===== src/rtl/icache_direct_pkg.sv =====
// Shared geometry defaults and controller state encoding for the direct-mapped instruction cache.
package icache_direct_pkg;

  localparam int ICACHE_INDEX_BITS    = 4;
  localparam int ICACHE_WORD_SEL_BITS = 2;

  typedef enum logic [1:0] {
    IDLE  = 2'd0,
    FILL  = 2'd1,
    DRAIN = 2'd2
  } icache_state_e;

endpackage


===== src/rtl/icache_line_array.sv =====
// Line storage: per-line valid bit, tag and data words. Combinational read by index,
// one write port that can update a data word and/or the tag+valid of a line.
module icache_line_array #(
  parameter int INDEX_BITS    = 4,
  parameter int WORD_SEL_BITS = 2,
  parameter int TAG_BITS      = 26
) (
  input  logic                     clk_in,
  input  logic                     rst_in,
  input  logic [INDEX_BITS-1:0]    rd_idx,
  input  logic [WORD_SEL_BITS-1:0] rd_word,
  output logic                     rd_valid,
  output logic [TAG_BITS-1:0]      rd_tag,
  output logic [31:0]              rd_data,
  input  logic                     wr_data_en,
  input  logic                     wr_meta_en,
  input  logic [INDEX_BITS-1:0]    wr_idx,
  input  logic [WORD_SEL_BITS-1:0] wr_word,
  input  logic [31:0]              wr_data,
  input  logic [TAG_BITS-1:0]      wr_tag,
  input  logic                     wr_valid
);

  localparam int LINES = 1 << INDEX_BITS;
  localparam int WORDS = 1 << WORD_SEL_BITS;

  logic [LINES-1:0]    valid;
  logic [TAG_BITS-1:0] tags [LINES];
  logic [31:0]         data [LINES][WORDS];

  assign rd_valid = valid[rd_idx];
  assign rd_tag   = tags[rd_idx];
  assign rd_data  = data[rd_idx][rd_word];

  always_ff @(posedge clk_in) begin
    if (rst_in) begin
      valid <= '0;
    end else if (wr_meta_en) begin
      valid[wr_idx] <= wr_valid;
    end
  end

  // Tags and data are only trusted behind a valid bit, so they carry no reset.
  always_ff @(posedge clk_in) begin
    if (wr_meta_en) begin
      tags[wr_idx] <= wr_tag;
    end
    if (wr_data_en) begin
      data[wr_idx][wr_word] <= wr_data;
    end
  end

endmodule


===== src/rtl/icache_direct.sv =====
// Direct-mapped read-only instruction cache: 1-cycle hits, whole-line fills one word per
// memory transaction, and flush handling that never leaves a partially filled line valid.
module icache_direct
  import icache_direct_pkg::*;
#(
  parameter int INDEX_BITS    = ICACHE_INDEX_BITS,
  parameter int WORD_SEL_BITS = ICACHE_WORD_SEL_BITS
) (
  input  logic        clk_in,
  input  logic        rst_in,
  input  logic        rdy_in,
  input  logic        rob_clear_up,
  input  logic [31:0] pc,
  input  logic        start_fetch,
  output logic        fetch_ready,
  output logic [31:0] inst,
  output logic [31:0] inst_addr,
  output logic        mem_req,
  output logic [31:0] mem_addr,
  input  logic        mem_ready,
  input  logic [31:0] mem_data
);

  localparam int LINE_LSB = WORD_SEL_BITS + 2;
  localparam int TAG_LSB  = LINE_LSB + INDEX_BITS;
  localparam int TAG_BITS = 32 - TAG_LSB;
  localparam logic [WORD_SEL_BITS-1:0] LAST_WORD = '1;

  // Handshakes: the fetcher holds start_fetch until it sees the one-cycle fetch_ready pulse;
  // mem_req is held with a stable mem_addr until the one-cycle mem_ready pulse completes it.
  icache_state_e state, state_d;
  logic [31:0] req_addr, req_addr_d;
  logic [WORD_SEL_BITS-1:0] fill_cnt, fill_cnt_d;
  logic fetch_ready_d, mem_req_d;
  logic [31:0] inst_d, inst_addr_d, mem_addr_d;

  logic [INDEX_BITS-1:0] rd_idx, wr_idx;
  logic [WORD_SEL_BITS-1:0] rd_word, wr_word;
  logic rd_valid, wr_data_en, wr_meta_en, wr_valid;
  logic [TAG_BITS-1:0] rd_tag, wr_tag;
  logic [31:0] rd_data, wr_data;
  logic accept, hit, beat_done, last_beat;
  logic unused_pc;

  assign unused_pc = ^pc[1:0];
  assign accept    = (state == IDLE) && start_fetch && !fetch_ready && !rob_clear_up;
  assign rd_idx    = (state == IDLE) ? pc[LINE_LSB +: INDEX_BITS] : req_addr[LINE_LSB +: INDEX_BITS];
  assign rd_word   = (state == IDLE) ? pc[2 +: WORD_SEL_BITS] : req_addr[2 +: WORD_SEL_BITS];
  assign hit       = rd_valid && (rd_tag == pc[31:TAG_LSB]);
  assign beat_done = (state == FILL) && mem_req && mem_ready;
  assign last_beat = beat_done && (fill_cnt == LAST_WORD);

  icache_line_array #(
    .INDEX_BITS   (INDEX_BITS),
    .WORD_SEL_BITS(WORD_SEL_BITS),
    .TAG_BITS     (TAG_BITS)
  ) u_lines (
    .clk_in    (clk_in),
    .rst_in    (rst_in),
    .rd_idx    (rd_idx),
    .rd_word   (rd_word),
    .rd_valid  (rd_valid),
    .rd_tag    (rd_tag),
    .rd_data   (rd_data),
    .wr_data_en(wr_data_en && rdy_in),
    .wr_meta_en(wr_meta_en && rdy_in),
    .wr_idx    (wr_idx),
    .wr_word   (wr_word),
    .wr_data   (wr_data),
    .wr_tag    (wr_tag),
    .wr_valid  (wr_valid)
  );

  always_ff @(posedge clk_in) begin
    if (rst_in) begin
      state       <= IDLE;
      req_addr    <= '0;
      fill_cnt    <= '0;
      fetch_ready <= 1'b0;
      inst        <= '0;
      inst_addr   <= '0;
      mem_req     <= 1'b0;
      mem_addr    <= '0;
    end else if (rdy_in) begin
      state       <= state_d;
      req_addr    <= req_addr_d;
      fill_cnt    <= fill_cnt_d;
      fetch_ready <= fetch_ready_d;
      inst        <= inst_d;
      inst_addr   <= inst_addr_d;
      mem_req     <= mem_req_d;
      mem_addr    <= mem_addr_d;
    end
  end

  always_comb begin
    state_d = state;
    unique case (state)
      IDLE:  if (accept && !hit) state_d = FILL;
      FILL: begin
        if (beat_done) begin
          if (rob_clear_up || last_beat) state_d = IDLE;
        end else if (rob_clear_up) begin
          // An outstanding memory read must still be absorbed before going idle.
          state_d = mem_req ? DRAIN : IDLE;
        end
      end
      DRAIN: if (mem_ready) state_d = IDLE;
      default: state_d = IDLE;
    endcase
  end

  always_comb begin
    req_addr_d    = req_addr;
    fill_cnt_d    = fill_cnt;
    fetch_ready_d = 1'b0;
    inst_d        = inst;
    inst_addr_d   = inst_addr;
    mem_req_d     = mem_req;
    mem_addr_d    = mem_addr;
    wr_data_en    = 1'b0;
    wr_meta_en    = 1'b0;
    wr_valid      = 1'b0;
    wr_idx        = req_addr[LINE_LSB +: INDEX_BITS];
    wr_word       = fill_cnt;
    wr_data       = mem_data;
    wr_tag        = req_addr[31:TAG_LSB];
    unique case (state)
      IDLE: begin
        if (accept) begin
          req_addr_d = {pc[31:2], 2'b00};
          if (hit) begin
            fetch_ready_d = 1'b1;
            inst_d        = rd_data;
            inst_addr_d   = {pc[31:2], 2'b00};
          end else begin
            wr_meta_en = 1'b1;
            wr_idx     = pc[LINE_LSB +: INDEX_BITS];
            wr_tag     = pc[31:TAG_LSB];
            mem_req_d  = 1'b1;
            mem_addr_d = {pc[31:LINE_LSB], {LINE_LSB{1'b0}}};
            fill_cnt_d = '0;
          end
        end
      end
      FILL: begin
        if (beat_done) begin
          wr_data_en = 1'b1;
          mem_req_d  = 1'b0;
          if (last_beat) begin
            wr_meta_en = 1'b1;
            wr_valid   = 1'b1;
            if (!rob_clear_up) begin
              fetch_ready_d = 1'b1;
              // The requested word is either already in the array or arriving right now.
              inst_d        = (req_addr[2 +: WORD_SEL_BITS] == LAST_WORD) ? mem_data : rd_data;
              inst_addr_d   = req_addr;
            end
          end else begin
            fill_cnt_d = fill_cnt + WORD_SEL_BITS'(1);
          end
        end else if (!mem_req && !rob_clear_up) begin
          mem_req_d  = 1'b1;
          mem_addr_d = mem_addr + 32'd4;
        end
      end
      DRAIN: if (mem_ready) mem_req_d = 1'b0;
      default: ;
    endcase
  end

endmodule


===== config.mk =====
export PLATFORM = sky130hd
export DESIGN_NAME = icache_direct
export DESIGN_NICKNAME = d
export VERILOG_FILES = /design/src/rtl/icache_direct_pkg.sv /design/src/rtl/icache_line_array.sv /design/src/rtl/icache_direct.sv
export SDC_FILE = /design/constraint.sdc
export NUM_CORES = 2
export LEC_CHECK = 0
export BUFFER_PORTS_ARGS = -buffer_cell sky130_fd_sc_hd__buf_2
export CORE_UTILIZATION = 40
export CTS_BUF_LIST = sky130_fd_sc_hd__clkbuf_8 sky130_fd_sc_hd__clkbuf_16
export DETAILED_ROUTE_END_ITERATION = 7
export SETUP_SLACK_MARGIN = 0.2
export SYNTH_ARGS = -nofsm -noshare
export SYNTH_HDL_FRONTEND = slang
export SYNTH_SLANG_ARGS = --single-unit

===== constraint.sdc =====
create_clock -name clk_in -period 14.2 [get_ports clk_in]
set_input_delay 0.71 -clock clk_in [delete_from_list [all_inputs] [get_ports clk_in]]
set_output_delay 0.71 -clock clk_in [all_outputs]
set_load 0.02 [all_outputs]

# --- Word-level counts from Yosys, hierarchy flattened ---
# Memories as Yosys holds them, arrays and structs flattened.
# Cells that the tools add are included.
# Widths: inputs -> output; s select.
word_totals:
  reg_bits: 148
  ram_bits: 2432
  inputBits: 70
  out_inout_bits: 98
  word_cells: 139
  n_memories: 2
op_classes:
  n_addsub: 2
  magnitude_cmp: 6
  n_eq_ne: 19
  n_mux: 72
  bitwise_logic: 2
  reduce_logical: 27
memory_table:
  columns: ["memory", "words", "word_bits", "read_ports", "rd_clocked_by_memory_dff", "write_ports", "line", "rtl"]
  rows:
  - ["u_lines.data", 16, 128, 1, 0, 1, "icache_line_array.sv:29", "logic [31:0] data [LINES][WORDS];"]
  - ["u_lines.tags", 16, 24, 1, 0, 1, "icache_line_array.sv:28", "logic [TAG_BITS-1:0] tags [LINES];"]
ops:
  columns: ["operator", "count"]
  rows:
  - ["$mux 32", 18]
  - ["$pmux 32 s2", 3]
  - ["$mux 128", 1]
  - ["$mux 24", 3]
  - ["$bmux 32 s2", 1]
  - ["$demux 32 s2", 1]
  - ["$add 32x3->32 const B", 1]
  - ["$eq 24x24->1", 1]
  - ["$mux 1", 22]
  - ["$mux 2", 11]
  - ["$ne 2x2->1 const B", 9]
  - ["$reduce_and 6->1", 3]
  - ["$bwmux 16", 1]
  - ["$mux 4", 4]
  - ["$logic_and 1x1->1", 13]
  - ["$lt 4x5->1 const B", 2]
  - ["$reduce_and 7->1", 1]
  - ["$eq 2x2->1 const B", 3]
  - ["$ge 3x3->1 const B", 2]
  - ["$ne 3x2->1 const B", 2]
  - ["$not 2->3", 2]
  - ["$pmux 2 s3", 1]
  - ["$reduce_and 5->1", 1]
  - ["$bmux 1 s4", 1]
  - ["other kinds (16)", 21]

# --- Logic depth before layout (Yosys ltp) ---
logic_depth:
  depth_word: 13
  mapped_depth: 18
  ltp_nobuf: 12

# --- Cells and area by module ---
# From an unflattened synthesis, not the netlist that was laid out.
hier_totals:
  hier_cells: 4847
  hier_area_um2: 99900.8
by_module_without_submodules:
  columns: ["mod", "instances", "cells_per_inst", "area_per_inst_um2", "seq_area_each_um2"]
  rows:
  - ["icache_line_array", 1, 4012, 93135.6, 73350.3]
  - ["icache_direct", 1, 835, 6765.2, 2562.5]

# --- Least setup slack after synthesis ---
# No wires, ideal clock.
synth_path:
  kind: "input -> register"
  start: "input port pc[4]"
  end: "memory u_lines.data[0][0] in the netlist's numbering, enable pin"
  setup_time_ps: 432
  t_arrival_ps: 5613
  required_time_ps: 13768
  slack_ps: 8156
  path_stages: 14
  n_path_buf: 3
  path_cell_list: "buf_2 -> or3b_1 -> nand2_1 -> buf_4 -> mux4_2 -> a22o_1 -> a221oi_1 -> xnor2_1 -> or4_1 -> nor3_2 -> a21o_1 -> clkbuf_1 -> o21ai_0 -> a21oi_1"
synth_via:
  elab_chain_cells: 7
  elab_cells_between_ends: 9
  cone_classes: "eq/ne: 1; mux: 6; reduce/logical: 1; memory: 1"
synth_lines:
  columns: ["element", "line", "rtl"]
  rows:
  - ["from (decl)", "icache_direct.sv:13", "input logic [31:0] pc,"]
  - ["$mux 4", "icache_direct.sv:47", "assign rd_idx = (state == IDLE) ? pc[LINE_LSB +: INDEX_BITS] : req_addr[LINE_LSB +: INDEX_BITS];"]
  - ["$mem_v2 16x24 or $bmux 1 s4 (tied branches)", null, null]
  - ["$eq 24x24->1 or $mux 1 (tied branches)", "icache_direct.sv:49, icache_line_array.sv:31", null]
  - ["$logic_and 1x1->1", "icache_direct.sv:49", "assign hit = rd_valid && (rd_tag == pc[31:TAG_LSB]);"]
  - ["$mux 4 (*)", "icache_direct.sv:132", "if (hit) begin"]
  - ["$mux 4 (*)", "icache_direct.sv:130", "if (accept) begin"]
  - ["$mux 4 (*)", "icache_direct.sv:128", "unique case (state)"]
  - ["to (decl)", "icache_line_array.sv:29", null]
# Mark *: on every way between the ends. The rest lies on a longest branch, timed or not. The select of a mux whose other input is x is not followed.

# --- Worst setup path after layout ---
layout_path:
  start: "register state[1]"
  end: "memory u_lines.data[14][64] in the netlist's numbering, enable pin"
layout_via:
  elab_chain_cells: 8
  elab_cells_between_ends: 21
  cone_classes: "eq/ne: 2; mux: 10; reduce/logical: 8; memory: 1"
layout_lines:
  columns: ["element", "line", "rtl"]
  rows:
  - ["from (decl)", "icache_direct.sv:31", "icache_state_e state, state_d;"]
  - ["from (signal assigned)", "icache_direct.sv:85", "state <= state_d;"]
  - ["$logic_not 2->1 or $eq 2x1->1 (tied branches)", null, null]
  - ["$mux 4 or $logic_and 1x1->1 (tied branches)", "icache_direct.sv:47, icache_direct.sv:50", null]
  - ["$mem_v2 16x24 (tied with other cells)", null, null]
  - ["$eq 24x24->1 (tied with other cells)", "icache_direct.sv:49", null]
  - ["$logic_and 1x1->1 or $mux 1 (tied branches)", "icache_direct.sv:49, icache_direct.sv:128", null]
  - ["$mux 4 or $logic_and 1x1->1 (tied branches)", "icache_direct.sv:132, icache_direct.sv:65", null]
  - ["$mux 4 or $mux 1 (tied branches)", "icache_direct.sv:130, icache_line_array.sv:48", null]
  - ["$mux 4 or $mux 128 (tied branches)", "icache_direct.sv:128, icache_line_array.sv:49", null]
# Parallel ways exist; a longest one is shown, timed or not. The select of a mux whose other input is x is not followed.

==> key figures <==
Global routing
  – Number of global-route vias before repair: about 57,000
  – Initial antenna violation count: 16
  – Total track usage: 21.8%
  – Total gr overflow: 0
  – Largest net degree at the start of global routing: 137
  – First-pass GRT wire length: 408,000 um

Placed design
  – Detailed Place HPWL: about 150,000 um
  – Port bufs: 161
  – Placer Congestion: 0.870

Floorplan
  – Die W: around 500 um
  – Die area: 0.259 mm2
  – Core area: 0.255 mm2
  – Initial Util: a little over 40%
  – Die height: 509 um
  – Row cnt: 185
  – Top-Level Pins: about 170

Logic synthesis
  – Synthesized area per cell: 17.8 um2
  – Seq cells post-synth: 2,576
  – Sequential-to-total area share from yosys stat: 73.9%
  – Ys Warns: 0
  – Library cells used by synthesis: 81
  – Synth Instances: 5,755
  – Ys async rst share: 0%
  – Ys flop type: edfxtp_1
  – Post-Syn Area: between 0.1 and 0.15 mm2
  – EDFF count, synth: 2,432

Routing
  – Wirelength, routed: 285,000 um
  – Via Count: 57,384
  – DR pass1 iterations: 5
  – Wire per inst: 29.8 um
  – Routed Antenna Nets: 0
  – DR vias/cell: 5.99
  – Drt drc: 0
  – Iter 0 DRT Violations: 7,143

Worst setup path
  – Max incr delay on CP: 0.99 ns
  – FF-to-FF setup slack: 6.09 ns
  – Worst Path Max Fanout: 68
  – Worst setup SP type: register
  – CP Class: register to register
  – Critical-path cell list: buf_4 -> or3b_1 -> buf_4 -> nand2_4 -> buf_4 -> nor2_1 -> a2111oi_0 -> nand2b_1 -> a31o_2 -> o221ai_1 -> nor3_2 -> a21o_1 -> buf_4 -> o21ai_0 -> a21oi_4 -> buf_4
  – Most used cell, CP: buf_4
  – Worst setup EP type: register
  – Arrival time at the worst endpoint: 8.65 ns
  – Slowest-stage cell, CP: a2111oi_0
  – Critical Path RT: 14.74 ns

Timing
  – Setup violations, final: 0
  – Final hold viol count: 0
  – Period utilization: a little under three fifths
  – Total negative slack: 0 ns
  – Worst Skew: 0.0944 ns
  – Max Clk Rate: about 120 MHz
  – Final Critical Period: 8.11 ns
  – Slew Limit Headroom: 13.6%
  – Unrepaired setup endpoints after global routing: false
  – Slew of the pin with the lowest slew margin: ~1.3 ns
  – Fin. max-slew vios: 0

Layout
  – Layout cells sized above 1: 22.5%
  – Area Growth Syn to Fin: 14.2%
  – Layout Utilization: 46.1%
  – Commonest non-fill, non-tap cell in the layout: edfxtp_1
  – Most frequent cells in the layout: 2,432 x edfxtp_1, 717 x nand2_1, 533 x mux4_2, 284 x clkbuf_16, 190 x buf_4
  – Nets@finish: 6,084

Clock tree
  – Cts bufs inserted: about 280
  – Hold buffers post-CTS: 0
  – Htree depth: 5
  – PostCTS Resize Cnt: 0
  – Clk_lat worst skew: 0.93 ns
  – CTS root buf: clkbuf_16
  – CTS tree: done
  – Longest Clk Path Bufs: 4
  – CTS Sinks: 2,576
  – Clock transition at path regs: about 0.06 ns
  – Post-CTS setup buffers: 0

Outcome
  – Status: complete, no violations

Pwr
  – Leak: 37.9 nW
  – Pwr/cell area: 142 mW/mm2
  – VDD IR max: 122 uV
  – Total chip power: between 0.015 and 0.02 W

Run
  – Max-cap violation count: 0

Hold path
  – Hold Crit Class: input pin to register
==> logic make-up after synthesis <==
group / Yosys count / share of synthesized area, %
AOI/OAI and AO/OA: 694 / 4.62
xor gates and xnor gates: 18 / 0.154
adders and majority gates: 5 / 0.0609
buffers and inverters: 406 / 1.65
DFF: 2576 / 73.9
muxes: 729 / 13.7
other: 1 / 0.00365
and+or+nand+nor: 1326 / 5.88
==> registers in the layout, indices dropped and copies added (netlist names) <==
name,count
u_lines.data,2048
u_lines.tags,384
inst,32
inst_addr,30
mem_addr,30
req_addr,30
u_lines.valid,16
fill_cnt,2
state,2
fetch_ready,1
mem_req,1
==> layout make-up <==
type                       instances  area, um2
multi-input combinational       2776      25900
inverter                          20       75.1
tap                             3366       4210
timing repair buffer             358       2380
clock buffer                     294       7240
antenna                            6       15.0
clock inverter                   178       1470
fill                           21602     137000
sequential                      2576      75900
==> cells in the mapped netlist, types with 7 or more instances <==
cell | instances | area share [%]
edfxtp_1 | 2432 | 71
nand2_1 | 720 | 2.6
mux4_2 | 533 | 12
clkbuf_1 | 247 | 0.90
a21oi_1 | 202 | 0.98
nand3_1 | 168 | 0.82
dfxtp_1 | 144 | 2.8
and3_1 | 131 | 0.80
mux2i_1 | 109 | 1.1
nor2_1 | 108 | 0.39
a311oi_1 | 103 | 0.88
a211oi_1 | 100 | 0.73
o21ai_0 | 74 | 0.36
buf_1 | 66 | 0.24
nor2b_1 | 65 | 0.40
mux2_1 | 59 | 0.65
buf_2 | 53 | 0.26
a31oi_1 | 51 | 0.31
nor3_1 | 38 | 0.19
mux2_2 | 28 | 0.31
nor4_1 | 21 | 0.13
o22ai_1 | 21 | 0.13
or4_1 | 21 | 0.15
inv_1 | 19 | 0.069
a31o_2 | 12 | 0.10
buf_4 | 12 | 0.088
o32ai_1 | 12 | 0.10
nand4_1 | 11 | 0.067
xor2_1 | 11 | 0.094
a2111oi_0 | 9 | 0.077
nand2b_1 | 9 | 0.055
or3_1 | 9 | 0.055
a32o_1 | 8 | 0.078
buf_6 | 8 | 0.088
o21a_1 | 8 | 0.058
a221oi_1 | 7 | 0.060
and2_1 | 7 | 0.043
xnor2_1 | 7 | 0.060
==> worst max-delay path, delay by kind of cell, from the launching register on <==
family	cells	cell delay, ns
flops	1	0.29
buf+inv	5	2.17
simple gates	5	2.23
compound gates	6	2.90
==> worst paths after layout <==
| kind | cells past startpoint | from | endpoint |
|---|---|---|---|
| max | 16 | state[1] | u_lines.data[14][64] |
| min | 3 | pc[13] | req_addr[13] |
| max reg2reg | 16 | state[1] | u_lines.data[14][64] |
| min reg2reg | 2 | u_lines.valid[8] | u_lines.valid[8] |
==> routing by layer <==
| layer | track usage (%) | wire length, um |
|---|---|---|
| met2 | 34.4 | 133000 |
| met3 | 4.28 | 24800 |
| met5 | 0 | 13 |
| met4 | 6.09 | 7710 |
| met1 | 30.8 | 119000 |
==> stage by stage <==
| stage | instances | setup slack, ns | area, um2 | hold slack [ns] |
|---|---|---|---|---|
| 2_1_floorplan | 5758 | 8.16 | 103000 | 0.432 |
| 3_3_place_gp | 9096 | 5.58 | 109000 | 0.442 |
| 3_5_place_dp | 9096 | 5.48 | 109000 | 0.449 |
| 4_1_cts | 9568 | 6.22 | 117000 | 0.00576 |
| 5_1_grt | 9569 | 5.84 | 117000 | 0.0508 |
| 6_report | 9574 | 6.09 | 117000 | 0.0700 |
==> where the power goes <==
part	leakage, nW	total (W)	internal, W	switching [W]
Sequential	23.1	0.00834	0.00833	0.0000155
Clock	4.52	0.00702	0.00415	0.00287
Combinational	10.4	0.00130	0.000452	0.000847
Total	37.9	0.0167	0.0129	0.00374
Note: power is estimated with default switching activity, not from simulation.
